<file path="src/rtl/usb_fs_packet_tx_if.sv">
// Request/status/line bundle between a packet initiator and usb_fs_packet_tx.
interface usb_fs_packet_tx_if;
  logic       start;
  logic [3:0] pid;
  logic [6:0] addr;
  logic [3:0] endp;
  logic       busy;
  logic       done;
  logic       err;
  logic       tx_en;
  logic       tx_j;
  logic       tx_se0;

  modport master (
    output start, pid, addr, endp,
    input  busy, done, err, tx_en, tx_j, tx_se0
  );

  modport slave (
    input  start, pid, addr, endp,
    output busy, done, err, tx_en, tx_j, tx_se0
  );
endinterface

</file>
<file path="src/rtl/usb_fs_packet_tx.sv">
// Full-speed USB token/handshake packet transmitter: SYNC, PID, CRC5, bit
// stuffing, NRZI and EOP onto J/K/SE0 line drive signals.
module usb_fs_packet_tx #(
  parameter int unsigned CLKS_PER_BIT = 4,
  parameter int unsigned STUFF_RUN    = 6
) (
  input logic               clk_48,
  input logic               rst,
  usb_fs_packet_tx_if.slave bus
);

  localparam int unsigned TW = (CLKS_PER_BIT > 1) ? $clog2(CLKS_PER_BIT) : 1;
  localparam int unsigned OW = $clog2(STUFF_RUN + 1);
  localparam logic [TW-1:0] TimerLast = TW'(CLKS_PER_BIT - 1);
  localparam logic [OW-1:0] StuffRun  = OW'(STUFF_RUN);

  typedef enum logic [2:0] {StIdle, StSync, StPid, StField, StCrc, StEop} state_e;

  // CRC5 (x^5+x^2+1, init all ones) over the 11-bit field, LSB first, inverted.
  function automatic logic [4:0] crc5(input logic [10:0] field);
    logic [4:0] c;
    c = 5'h1F;
    for (int i = 0; i < 11; i++) begin
      if (c[4] ^ field[i]) c = {c[3:0], 1'b0} ^ 5'h05;
      else                 c = {c[3:0], 1'b0};
    end
    return ~c;
  endfunction

  // Packet section that a given serial bit index belongs to.
  function automatic state_e bit_state(input logic [5:0] idx);
    state_e s;
    if (idx < 6'd8)       s = StSync;
    else if (idx < 6'd16) s = StPid;
    else if (idx < 6'd27) s = StField;
    else                  s = StCrc;
    return s;
  endfunction

  state_e        state_q, state_d;
  logic [TW-1:0] timer_q, timer_d;
  logic [31:0]   sr_q, sr_d;
  logic [5:0]    bit_cnt_q, bit_cnt_d;
  logic [5:0]    nbits_q, nbits_d;
  logic [OW-1:0] ones_q, ones_d;
  logic [1:0]    eop_cnt_q, eop_cnt_d;
  logic          busy_q, busy_d;
  logic          done_q, done_d;
  logic          err_q, err_d;
  logic          tx_en_q, tx_en_d;
  logic          tx_j_q, tx_j_d;
  logic          tx_se0_q, tx_se0_d;

  logic          bit_end;
  logic          pid_ok;
  logic          token;
  logic [4:0]    crc;
  logic [31:0]   load;

  // Whole packet image in transmit order; CRC bits reversed so crc[4] goes first.
  always_comb begin
    token  = (bus.pid[1:0] == 2'b01);
    pid_ok = token || (bus.pid[1:0] == 2'b10);
    crc    = crc5({bus.endp, bus.addr});
    load   = {crc[0], crc[1], crc[2], crc[3], crc[4], bus.endp, bus.addr,
              ~bus.pid, bus.pid, 8'h80};
  end

  // Next-state: bit timer, serialiser, stuffing, NRZI and EOP sequencing.
  always_comb begin
    bit_end   = (timer_q == TimerLast);
    state_d   = state_q;
    timer_d   = timer_q;
    sr_d      = sr_q;
    bit_cnt_d = bit_cnt_q;
    nbits_d   = nbits_q;
    ones_d    = ones_q;
    eop_cnt_d = eop_cnt_q;
    busy_d    = busy_q;
    done_d    = 1'b0;
    err_d     = 1'b0;
    tx_en_d   = tx_en_q;
    tx_j_d    = tx_j_q;
    tx_se0_d  = tx_se0_q;

    if (state_q != StIdle) timer_d = bit_end ? '0 : timer_q + TW'(1);

    unique case (state_q)
      StIdle: begin
        if (bus.start) begin
          if (pid_ok) begin
            // First SYNC bit goes on the line straight away.
            tx_j_d    = load[0] ? tx_j_q : ~tx_j_q;
            ones_d    = load[0] ? OW'(1) : '0;
            sr_d      = load >> 1;
            bit_cnt_d = 6'd1;
            nbits_d   = token ? 6'd32 : 6'd16;
            timer_d   = '0;
            busy_d    = 1'b1;
            tx_en_d   = 1'b1;
            tx_se0_d  = 1'b0;
            state_d   = StSync;
          end else begin
            err_d = 1'b1;
          end
        end
      end
      StSync, StPid, StField, StCrc: begin
        if (bit_end) begin
          if (ones_q == StuffRun) begin
            // Stuffed zero: forced transition, no packet bit consumed.
            tx_j_d = ~tx_j_q;
            ones_d = '0;
          end else if (bit_cnt_q != nbits_q) begin
            tx_j_d    = sr_q[0] ? tx_j_q : ~tx_j_q;
            ones_d    = sr_q[0] ? ones_q + OW'(1) : '0;
            sr_d      = sr_q >> 1;
            bit_cnt_d = bit_cnt_q + 6'd1;
            state_d   = bit_state(bit_cnt_q);
          end else begin
            tx_se0_d  = 1'b1;
            eop_cnt_d = 2'd0;
            state_d   = StEop;
          end
        end
      end
      StEop: begin
        if (bit_end) begin
          if (eop_cnt_q == 2'd2) begin
            tx_en_d = 1'b0;
            busy_d  = 1'b0;
            done_d  = 1'b1;
            tx_j_d  = 1'b1;
            timer_d = '0;
            state_d = StIdle;
          end else if (eop_cnt_q == 2'd1) begin
            tx_se0_d  = 1'b0;
            tx_j_d    = 1'b1;
            eop_cnt_d = 2'd2;
          end else begin
            eop_cnt_d = 2'd1;
          end
        end
      end
      default: state_d = StIdle;
    endcase
  end

  // State and registered outputs; reset idles the line at J immediately.
  always_ff @(posedge clk_48 or posedge rst) begin
    if (rst) begin
      state_q   <= StIdle;
      timer_q   <= '0;
      sr_q      <= '0;
      bit_cnt_q <= '0;
      nbits_q   <= '0;
      ones_q    <= '0;
      eop_cnt_q <= '0;
      busy_q    <= 1'b0;
      done_q    <= 1'b0;
      err_q     <= 1'b0;
      tx_en_q   <= 1'b0;
      tx_j_q    <= 1'b1;
      tx_se0_q  <= 1'b0;
    end else begin
      state_q   <= state_d;
      timer_q   <= timer_d;
      sr_q      <= sr_d;
      bit_cnt_q <= bit_cnt_d;
      nbits_q   <= nbits_d;
      ones_q    <= ones_d;
      eop_cnt_q <= eop_cnt_d;
      busy_q    <= busy_d;
      done_q    <= done_d;
      err_q     <= err_d;
      tx_en_q   <= tx_en_d;
      tx_j_q    <= tx_j_d;
      tx_se0_q  <= tx_se0_d;
    end
  end

  assign bus.busy   = busy_q;
  assign bus.done   = done_q;
  assign bus.err    = err_q;
  assign bus.tx_en  = tx_en_q;
  assign bus.tx_j   = tx_j_q;
  assign bus.tx_se0 = tx_se0_q;

endmodule

</file>
<file path="src/flat_wrapper.sv">
// flat-port wrapper written by rule: the top's interface ports become plain ports
module usb_fs_packet_tx_flat 
#(
  parameter int unsigned CLKS_PER_BIT = 4,
  parameter int unsigned STUFF_RUN    = 6
)
  (clk_48, rst, bus_start, bus_pid, bus_addr, bus_endp, bus_busy, bus_done, bus_err, bus_tx_en, bus_tx_j, bus_tx_se0);
  usb_fs_packet_tx_if bus_i ();
  input logic clk_48;
  input logic rst;
  input wire logic [$bits(bus_i.start)-1:0] bus_start;
  input wire logic [$bits(bus_i.pid)-1:0] bus_pid;
  input wire logic [$bits(bus_i.addr)-1:0] bus_addr;
  input wire logic [$bits(bus_i.endp)-1:0] bus_endp;
  output wire logic [$bits(bus_i.busy)-1:0] bus_busy;
  output wire logic [$bits(bus_i.done)-1:0] bus_done;
  output wire logic [$bits(bus_i.err)-1:0] bus_err;
  output wire logic [$bits(bus_i.tx_en)-1:0] bus_tx_en;
  output wire logic [$bits(bus_i.tx_j)-1:0] bus_tx_j;
  output wire logic [$bits(bus_i.tx_se0)-1:0] bus_tx_se0;
  assign bus_i.start = bus_start;
  assign bus_i.pid = bus_pid;
  assign bus_i.addr = bus_addr;
  assign bus_i.endp = bus_endp;
  assign bus_busy = bus_i.busy;
  assign bus_done = bus_i.done;
  assign bus_err = bus_i.err;
  assign bus_tx_en = bus_i.tx_en;
  assign bus_tx_j = bus_i.tx_j;
  assign bus_tx_se0 = bus_i.tx_se0;
  usb_fs_packet_tx #(.CLKS_PER_BIT(CLKS_PER_BIT), .STUFF_RUN(STUFF_RUN)) u_core (.clk_48(clk_48), .rst(rst), .bus(bus_i));
endmodule
</file>
<file path="config.mk">
export PLATFORM = sky130hd
export DESIGN_NAME = usb_fs_packet_tx_flat
export DESIGN_NICKNAME = d
export VERILOG_FILES = /design/src/rtl/usb_fs_packet_tx_if.sv /design/src/rtl/usb_fs_packet_tx.sv /design/src/flat_wrapper.sv
export SDC_FILE = /design/constraint.sdc
export NUM_CORES = 1
export LEC_CHECK = 0
export CORE_ASPECT_RATIO = 0.6
export CORE_MARGIN = 2
export CORE_UTILIZATION = 58
export DETAILED_ROUTE_END_ITERATION = 10
export GPL_ROUTABILITY_DRIVEN = 1
export PLACE_DENSITY = 0.88
export RECOVER_POWER = 25
export SYNTH_ARGS = -nofsm -noshare
export SYNTH_HDL_FRONTEND = slang
export SYNTH_SLANG_ARGS = --single-unit
</file>
<file path="constraint.sdc">
create_clock -name clk_48 -period 2.3 [get_ports clk_48]
set_input_delay 0.345 -clock clk_48 [delete_from_list [all_inputs] [get_ports clk_48]]
set_output_delay 0.345 -clock clk_48 [all_outputs]
set_load 0.01 [all_outputs]
</file>
==> flow_summary.toml <==
[die]
coreArea_um2 = 4659
die-area_um2 = 5521
pin_count = 24
initial_utilization_pct = 61.31
die_w_um = 94.60
rows = 19
die_h_um = 58.36

[synth]
netlist_top_cells_area = "dfrtp_1 (46%), nand2_1 (8.1%), xnor2_1 (5.2%), o21ai_0 (4.2%), nor2_1 (3.8%)"
synthCells = 322
ys_ff_latch = 54
synth_top_area_share_pct = 46.43
syn_area_per_cell_um2 = 8.871
yosys.area.top_type = "dfrtp_1"
ys_warn_count = 0
async_flop_share_pct = 100.0
ys_seq_area_share_pct = 47.35
synthFlopType = "dfrtp_1"
synth_cell_type_count = 46
syn_area_um2 = 2856
syn_nets = 346
synth-edff-count = 0

[timing]
fin_setup_tns_ps = 0
finalHoldViolCount = 0
slew_violations = 0
period_share_pct = 97.29
rsz0062_at_grt = "false"
fmax_ghz = 0.4469
whs_ps = 482.7
setup_viol = 0
fin_crit_ps = 2238
slew_headroom_pct = 44.06
worstMarginPinSlew_ps = 839.2
fin_skew_ps = 14.68

[critical_path]
reg2reg_to = "u_core.ones_q[2]"
path_max_fanout = 6
crit_path_end_kind = "flip-flop"
crit_path_start_kind = "input pin"
critical_path_class = "input pin to flip-flop"
max_stage_delay_ps = 610
cp_data_required_time_ps = 2490
ff2ff_path_depth = 5
critical_path.top_delay_family = "compound AO/OA/AOI/OAI gates"
worstSetupEndpoint = "u_core.ones_q[2]"
cp_slowest_cell = "or4b_2"
critPathLaunch = "bus_pid[0]"
r2r_start = "u_core.state_q[0]"
crit_cells = 7
arrival_ps = 2430
cp_cell_sequence = "dlygate4sd2_1, ha_4, or4b_2, a32o_2, a311o_1, o21ai_1, o21ai_0"
r2r_setup_slack_ps = 110
critPathBufInv = 1

[clocking]
tritoncts = "done"
numCtsBuffers = 5
cts_setup_buffers = 0
clk_pin_slew_ps = 90
clockBufferDepth = 2
cts_max_level = 2
cts_root_buf = "clkbuf_8"
clkLatencyLatePin_ps = 320
cts_sinks = 54

[final_layout]
final_layout_size_suffix_gt1_share_pct = 12.61
fin_nets = 380
syn2layout_area_growth_pct = 17.74
layout_commonest_cell = "nand2_1"
final_cell_mix = "nand2_1 (62), dfrtp_1 (53), nor2_1 (28)"
nFillCells = 346
antenna_cells = 0

[global_route]
grt_max_degree = 43
antenna_found_initial = 0
grt_pass1_wl_um = 10630
grt.overflow.total = 0
gr-usage-all-layers_pct = 25.40
grt_pass1_vias = 2246

[power_and_ir_drop]
power_density_nw_per_um2 = 1271
ir_drop_v = 0.0006470
cellLeakagePower_nw = 1.472
power_w = 0.004276

[placed_design]
place.gp.congestion = 0.8917
portBuffers = 23
hpwl_um = 4667

[hold_path]
hold_path_class = "flip-flop to flip-flop"

[drt]
drt-total-wl_um = 6481
wl_per_cell_um = 15.43
viasPerCell = 5.862
vias = 2462
drt-initial-drc-count = 222
drc = 0
ant_nets = 0
drt_first_pass_iters = 5

[run]
cap_violations = 0

[status]
status = "completed"
-- through the flow --
step,instances,cell area [µm²],setup WS [ps],util [%]
2_1_floorplan,322,2856,70.04,-
3_3_place_gp,412,3269,-467.9,70.17
3_5_place_dp,412,3269,-554.9,70.17
4_1_cts,420,3361,83.53,72.13
5_1_grt,420,3363,19.95,72.18
6_report,420,3363,62.25,72.18
-- logic make-up (layout without fill, tap and decap cells) --
group | count (synthesis) | count (layout) | synth area share [%]
compound gates | 76 | 76 | 16.69
xor+xnor | 19 | 19 | 6.307
fa+ha+maj | 7 | 7 | 2.978
buf+inv | 29 | 64 | 4.687
flops | 54 | 54 | 47.35
mux | 3 | 3 | 1.183
simple gates | 134 | 134 | 20.81
-- synthesized netlist by cell type, drive strengths merged (2+ instances only) --
library cell / instances
o31ai: 2
a21oi: 13
nor2: 29
nand2: 62
nand4: 2
ha: 6
nor3: 7
buf: 8
dfrtp: 53
mux2: 3
a21o: 3
o21ai: 24
or3: 7
xnor2: 17
a311o: 2
nand2b: 3
nor3b: 2
o211ai: 4
and3: 2
a31oi: 16
or2: 2
nand3: 14
a21boi: 3
inv: 10
clkbuf: 11
-- routing by layer --
layer  track usage, %  up-vias  wire (µm)
met3            7.810       12        476
met2            35.87       87       2807
met5                0        -          0
li1                 -     1179          -
met1            38.37     1184       3108
met4            6.832        0         89
-- worst reg2reg max path: stages (launching register included) --
cell and delay, ps:
dfrtp_1 460, or4b_2 660, a32o_2 300, a311o_1 400
o21ai_1 160, o21ai_0 90
-- registers in the layout, indices dropped and copies added, names as in the netlist, 2 cells and up --
name	cells
u_core.nbits_q	2
u_core.eop_cnt_q	2
u_core.bit_cnt_q	6
u_core.timer_q	2
u_core.sr_q	31
u_core.ones_q	3
u_core.state_q	3
-- worst min path at each step --
stage	start	cells after the start	to	slack, ps
finish	u_core.sr_q[5]	2	u_core.sr_q[5]	480
global route	u_core.sr_q[5]	2	u_core.sr_q[5]	500
CTS	rst	2	u_core.bus.tx_se0	350
detailed placement	u_core.sr_q[5]	2	u_core.sr_q[5]	460
global placement	u_core.sr_q[2]	2	u_core.sr_q[2]	450
floorplan	u_core.sr_q[1]	2	u_core.sr_q[1]	440
-- cell type report --
type,count,area (µm²),area share (%)
multi-input cells,239,1391,41.37
flip-flops and latches,54,1353,40.22
repair buffers,46,410.4,12.20
well taps,63,78.83,2.344
clock buffers,5,68.82,2.046
inverters,10,37.54,1.116
clock inverters,3,23.77,0.7068
-- where the power goes --
group	switching [W]	total, W	internal [W]
sequential	0.000270	0.00162	0.00135
clock	0.000327	0.000545	0.000218
combinational	0.00122	0.00211	0.000886
total	0.00182	0.00428	0.00246
-- what timing repair did --
item                       CTS  global route
resized for setup            4             3
hold buffers                 0             0
pin swaps                    4             4
setup endpoints to repair    4             1
No activity file was read; power rests on OpenSTA's default activity.
